### src/rtl/minx_dbus_target.sv
// MINX data-bus target: 16 x 16-bit register window on a muxed AD bus.
// Address latched on ALE, optional wait states, registered ready.
module minx_dbus_target #(
  parameter logic [15:0] BASE_ADDR   = 16'hF000,
  parameter int unsigned WAIT_STATES = 1
) (
  input  logic        clk_i,
  input  logic        rst_ni,
  input  logic [15:0] dbus_ADBus_i,
  output logic [15:0] dbus_ADBus_o,
  output logic [15:0] dbus_ADBus_oeb,
  input  logic        dbus_ale_i,
  input  logic [1:0]  dbus_stb_i,
  input  logic        dbus_rd_i,
  input  logic        dbus_wr_i,
  output logic        dbus_rdy_o
);

  typedef enum logic [2:0] {
    S_IDLE,
    S_ADDR,
    S_WAIT,
    S_RESP,
    S_HOLD
  } state_t;

  localparam logic [3:0] LP_CNT0 =
    (WAIT_STATES == 0) ? 4'd0 : 4'(WAIT_STATES - 1);

  state_t      r_state;
  state_t      w_nxt;
  logic [15:1] r_addr;
  logic [3:0]  r_cnt;
  logic [3:0]  w_cnt_d;
  logic        r_rdy;
  logic        w_rdy_d;
  logic        r_drv;
  logic        w_drv_d;
  logic        r_isrd;
  logic        w_isrd_d;
  logic [15:0] r_dout;
  logic [15:0] w_dout_d;
  logic        w_we;
  logic        w_hit;
  logic        w_drop;
  logic [15:0] r_mem [16];

  assign w_hit  = (r_addr[15:5] == BASE_ADDR[15:5]);
  assign w_drop = r_isrd ? !dbus_rd_i : !dbus_wr_i;

  always_comb begin
    w_nxt    = r_state;
    w_cnt_d  = r_cnt;
    w_rdy_d  = 1'b0;
    w_drv_d  = r_drv;
    w_isrd_d = r_isrd;
    w_dout_d = r_dout;
    w_we     = 1'b0;
    if (dbus_ale_i) begin
      w_nxt   = S_ADDR;
      w_drv_d = 1'b0;
      w_cnt_d = '0;
    end else begin
      unique case (r_state)
        S_IDLE: ;
        S_ADDR: begin
          if (!w_hit) begin
            w_nxt = S_IDLE;
          end else if (dbus_rd_i && dbus_wr_i) begin
            w_nxt = S_HOLD;
          end else if (dbus_rd_i || dbus_wr_i) begin
            w_isrd_d = dbus_rd_i;
            w_drv_d  = dbus_rd_i;
            w_dout_d = r_mem[r_addr[4:1]];
            if (WAIT_STATES == 0) begin
              w_nxt   = S_RESP;
              w_rdy_d = 1'b1;
            end else begin
              w_nxt   = S_WAIT;
              w_cnt_d = LP_CNT0;
            end
          end
        end
        S_WAIT: begin
          if (w_drop) begin
            w_nxt   = S_IDLE;
            w_drv_d = 1'b0;
            w_cnt_d = '0;
          end else if (r_cnt == '0) begin
            w_nxt   = S_RESP;
            w_rdy_d = 1'b1;
          end else begin
            w_cnt_d = r_cnt - 4'd1;
          end
        end
        S_RESP: begin
          w_nxt = S_HOLD;
          w_we  = !r_isrd;
          if (!dbus_rd_i) w_drv_d = 1'b0;
        end
        S_HOLD: begin
          if (!dbus_rd_i) w_drv_d = 1'b0;
          if (!dbus_rd_i && !dbus_wr_i) w_nxt = S_IDLE;
        end
        default: w_nxt = S_IDLE;
      endcase
    end
  end

  always_ff @(posedge clk_i or negedge rst_ni) begin
    if (!rst_ni) begin
      r_state <= S_IDLE;
      r_addr  <= '0;
      r_cnt   <= '0;
      r_rdy   <= 1'b0;
      r_drv   <= 1'b0;
      r_isrd  <= 1'b0;
      r_dout  <= '0;
    end else begin
      r_state <= w_nxt;
      r_cnt   <= w_cnt_d;
      r_rdy   <= w_rdy_d;
      r_drv   <= w_drv_d;
      r_isrd  <= w_isrd_d;
      r_dout  <= w_dout_d;
      if (dbus_ale_i) r_addr <= dbus_ADBus_i[15:1];
    end
  end

  // Byte-masked write at the edge closing the ready cycle
  always_ff @(posedge clk_i or negedge rst_ni) begin
    if (!rst_ni) begin
      for (int i = 0; i < 16; i++) r_mem[i] <= '0;
    end else if (w_we) begin
      if (dbus_stb_i[0])
        r_mem[r_addr[4:1]][7:0] <= dbus_ADBus_i[7:0];
      if (dbus_stb_i[1])
        r_mem[r_addr[4:1]][15:8] <= dbus_ADBus_i[15:8];
    end
  end

  assign dbus_rdy_o     = r_rdy;
  assign dbus_ADBus_o   = r_drv ? r_dout : 16'h0000;
  assign dbus_ADBus_oeb = {16{~r_drv}};

endmodule
### config.mk
export PLATFORM = sky130hd
export DESIGN_NAME = minx_dbus_target
export DESIGN_NICKNAME = d
export VERILOG_FILES = /design/src/rtl/minx_dbus_target.sv
export SDC_FILE = /design/constraint.sdc
export NUM_CORES = 1
export LEC_CHECK = 0
export BUFFER_PORTS_ARGS = -buffer_cell sky130_fd_sc_hd__buf_2
export CORE_UTILIZATION = 50
export CTS_BUF_LIST = sky130_fd_sc_hd__clkbuf_8
export CTS_CLUSTER_SIZE = 10
export DETAILED_ROUTE_END_ITERATION = 12
export PLACE_DENSITY = 0.67
export REMOVE_ABC_BUFFERS = 1
export SKIP_LAST_GASP = 1
export SYNTH_ARGS = -nofsm -noshare
export SYNTH_HDL_FRONTEND = slang
export SYNTH_SLANG_ARGS = --single-unit
### constraint.sdc
create_clock -name clk_i -period 5.4 [get_ports clk_i]
set_input_delay 0.54 -clock clk_i [delete_from_list [all_inputs] [get_ports clk_i]]
set_output_delay 0.54 -clock clk_i [all_outputs]
set_load 0.01 [all_outputs]
==> flow_metrics.env <==
export IMPL_outcome="complete, but fails checks"
export IMPL_violations="negative hold slack"
export IMPL_worst_slew_pin_slew_ns=1.03
export IMPL_via_per_inst=5.77
export IMPL_die_h_um=169
export IMPL_fin_util=0.568
export IMPL_cts_root_buf="clkbuf_8"
export IMPL_ys_warn_count=0
export IMPL_finClkSkew_ns=0.0213
export IMPL_synth_top_area_cell="dfrtp_1"
export IMPL_grt_use_met2=0.358
export IMPL_clk_pin_slew_ns=0.06
export IMPL_min_period_over_period=0.558
export IMPL_drc_errors=0
export IMPL_synth_ff_latch_count=297
export IMPL_n_antenna_cell=0
export IMPL_synth_compound_area_frac=0.00709
export IMPL_area_growth_pct=10.7
export IMPL_finalCriticalPeriod_ns=3.01
export IMPL_critPathMaxStageDelay_ns=0.87
export IMPL_r2r_start="r_addr[1]$_DFFE_PN0P_"
export IMPL_holdWs_ns=-0.0156
export IMPL_synth_top_area_share=0.533
export IMPL_grt_pass1_wl_mm=48.7
export IMPL_ant_nets=0
export IMPL_clockBufferDepth=3
export IMPL_crit_slowest_cell="nor3_2"
export IMPL_r2r_end="r_mem[5]$_DFFE_PN0P_"
export IMPL_synth_area_leaders="dfrtp_1 (53%), mux2_2 (22%), mux4_2 (10%)"
export IMPL_grt_pass1_vias=8267
export IMPL_clock_sinks=297
export IMPL_post_cts_buffers=0
export IMPL_met1_usage=0.323
export IMPL_grt_antenna_before_repair=1
export IMPL_setup_viol=0
export IMPL_yosysMostFrequentCell="dfrtp_1"
export IMPL_synth_xor_area_share=0.00126
export IMPL_num_rows=60
export IMPL_syn_cell_area_sq_mm=0.0139
export IMPL_h_tree_depth=2
export IMPL_async_flop_share=1.00
export IMPL_reg2reg_depth=4
export IMPL_timing_hold_violations_final=3
export IMPL_synth_fa_ha_area_frac=0.00180
export IMPL_grt_max_degree=132
export IMPL_port_buffers=55
export IMPL_synth_area_mux_share=0.374
export IMPL_grt_usage=0.225
export IMPL_dieArea_sq_mm=0.0285
export IMPL_avgSynthCellArea_sq_um=15.7
export IMPL_grtUsageMet3=0.0388
export IMPL_synth_edf_count=0
export IMPL_drt_wl_total_mm=30.2
export IMPL_critPathArrivalTime_ns=3.45
export IMPL_cts_buffers=50
export IMPL_syn_inst=888
export IMPL_wl_per_cell_um=22.6
export IMPL_drtIter0Drc=425
export IMPL_vias=7724
export IMPL_synth_common_cells="dfrtp_1 (297), mux2_2 (277), mux4_2 (64), mux2i_1 (50), clkbuf_1 (34)"
export IMPL_drv_cap=0
export IMPL_initial_core_util=0.513
export IMPL_slew_headroom=0.311
export IMPL_drive_above_1_share=0.553
export IMPL_start_kind="flip-flop"
export IMPL_p_leak_nw=7.42
export IMPL_overflow=0
export IMPL_worst_ep_required_time_ns=5.83
export IMPL_path_cells="buf_4, nand2_1, nor3_2, mux2_2"
export IMPL_p_per_area_mw_per_mm2=295
export IMPL_clk_latency_ns=0.56
export IMPL_ys_flop_type="dfrtp_1"
export IMPL_endpoint_kind="flip-flop"
export IMPL_crit_fanout=19
export IMPL_ir_drop_mv=0.153
export IMPL_reg2reg_slack_ns=2.39
export IMPL_synth_cell_types=45
export IMPL_fin_nets=958
export IMPL_setup_tns_ns=0
export IMPL_cts_tree="built"
export IMPL_synth_top_family_by_area="multiplexers"
export IMPL_top_usage_layer="met2"
export IMPL_first_pass_iters=4
export IMPL_synth_simple_area_share=0.0557
export IMPL_yosysSeqAreaShare=0.533
export IMPL_place_congestion=0.759
export IMPL_die_x_um=169
export IMPL_cts_resized=0
export IMPL_core_area_sq_mm=0.0272
export IMPL_min_path_type="input pin to async pin"
export IMPL_place_hpwl_mm=18.4
export IMPL_crit_type="flip-flop to flip-flop"
export IMPL_pin_count=56
export IMPL_cts_hold_buf=0
export IMPL_grt_setup_unrepaired="false"
export IMPL_maxSlewViolCount=0
export IMPL_fmax_mhz=332
## power breakdown
group	total, mW	switching (mW)	internal (mW)
logic	0.248	0.165	0.0825
clock network	2.02	0.878	1.14
registers	2.28	0.0412	2.24
total	4.55	1.08	3.47
## per-stage QoR
stage | worst slack [ns] | hold slack [ns] | cells | cell area [sq um] | power, mW
after global routing | 2.14 | 0.0323 | 1338 | 15400 | 4.74
after floorplan | 0.610 | 0.244 | 818 | 13600 | 2.44
after global placement | 2.32 | 0.470 | 1253 | 14400 | 2.57
final | 2.39 | -0.0156 | 1338 | 15400 | 4.55
after CTS | 2.29 | 0.0365 | 1338 | 15400 | 4.61
after detailed placement | 2.30 | 0.487 | 1253 | 14400 | 2.57
## sequential cells by signal, indices dropped and copies added, names as in the netlist
| register | flops |
|---|---|
| r_dout | 16 |
| r_drv | 1 |
| r_addr | 15 |
| r_cnt | 4 |
| r_isrd | 1 |
| r_mem | 256 |
| dbus_rdy_o | 1 |
| r_state | 3 |
## cells in the final DEF (no fill, tap or decap), types with 2 or more instances in the layout
cell type,instances
or4_1,3
nand4b_1,2
or4b_2,2
dfrtp_2,2
ha_1,2
buf_4,7
inv_1,15
buf_2,54
dfrtp_1,294
mux4_2,64
mux2i_1,50
nand2b_1,6
clkinv_2,7
nor3_2,26
a31oi_1,6
nor3_4,6
nor3_1,5
a21oi_1,3
nor4_1,3
mux2_4,10
nor2_1,5
clkbuf_8,67
and2_1,16
nand2_1,4
mux2_2,277
nand3_1,4
or2_2,2
or3b_2,2
or3_1,2
o21ai_0,2
## cell families after synthesis
| family | count (synthesis) |
|---|---|
| muxes | 401 |
| DFF | 297 |
| and+or+nand+nor | 96 |
| buffers and inverters | 75 |
| AOI/OAI and AO/OA | 15 |
| xor gates and xnor gates | 2 |
| adders and majority gates | 2 |
## worst max-delay path: cells and delay by family, from the launching register on
kind	cells	cell delay, ns
multiplexers	1	0.41
buffers and inverters	1	0.47
AND/OR/NAND/NOR	2	1.25
flip-flops	1	0.75
## worst max path at each step
stage | cells after the start | slack [ns] | startpoint | to
floorplan | 3 | 0.61 | r_addr[3]$_DFFE_PN0P_ | r_mem[144]$_DFFE_PN0P_
global placement | 5 | 2.32 | r_addr[3]$_DFFE_PN0P_ | r_dout[1]$_DFFE_PN0P_
detailed placement | 5 | 2.30 | r_addr[3]$_DFFE_PN0P_ | r_dout[1]$_DFFE_PN0P_
CTS | 5 | 2.29 | r_addr[3]$_DFFE_PN0P_ | r_dout[1]$_DFFE_PN0P_
global route | 5 | 2.14 | r_addr[3]$_DFFE_PN0P_ | r_dout[1]$_DFFE_PN0P_
finish | 4 | 2.39 | r_addr[1]$_DFFE_PN0P_ | r_mem[5]$_DFFE_PN0P_
## final cells by class
| type | count | area, sq um |
|---|---|---|
| Fill cell | 2228 | 11700 |
| Sequential cell | 297 | 7440 |
| Multi-Input combinational cell | 516 | 6130 |
| Clock buffer | 67 | 922 |
| Tap cell | 372 | 465 |
| Timing Repair Buffer | 63 | 358 |
| Clock inverter | 18 | 103 |
| Inverter | 5 | 18.8 |
## per-layer routing
metal | vias up | wire length [um]
met5 | - | 0
met4 | 0 | 486
met3 | 44 | 1550
met2 | 177 | 14400
met1 | 4105 | 13800
li1 | 3398 | -
Power figures use the tool's default switching activity.
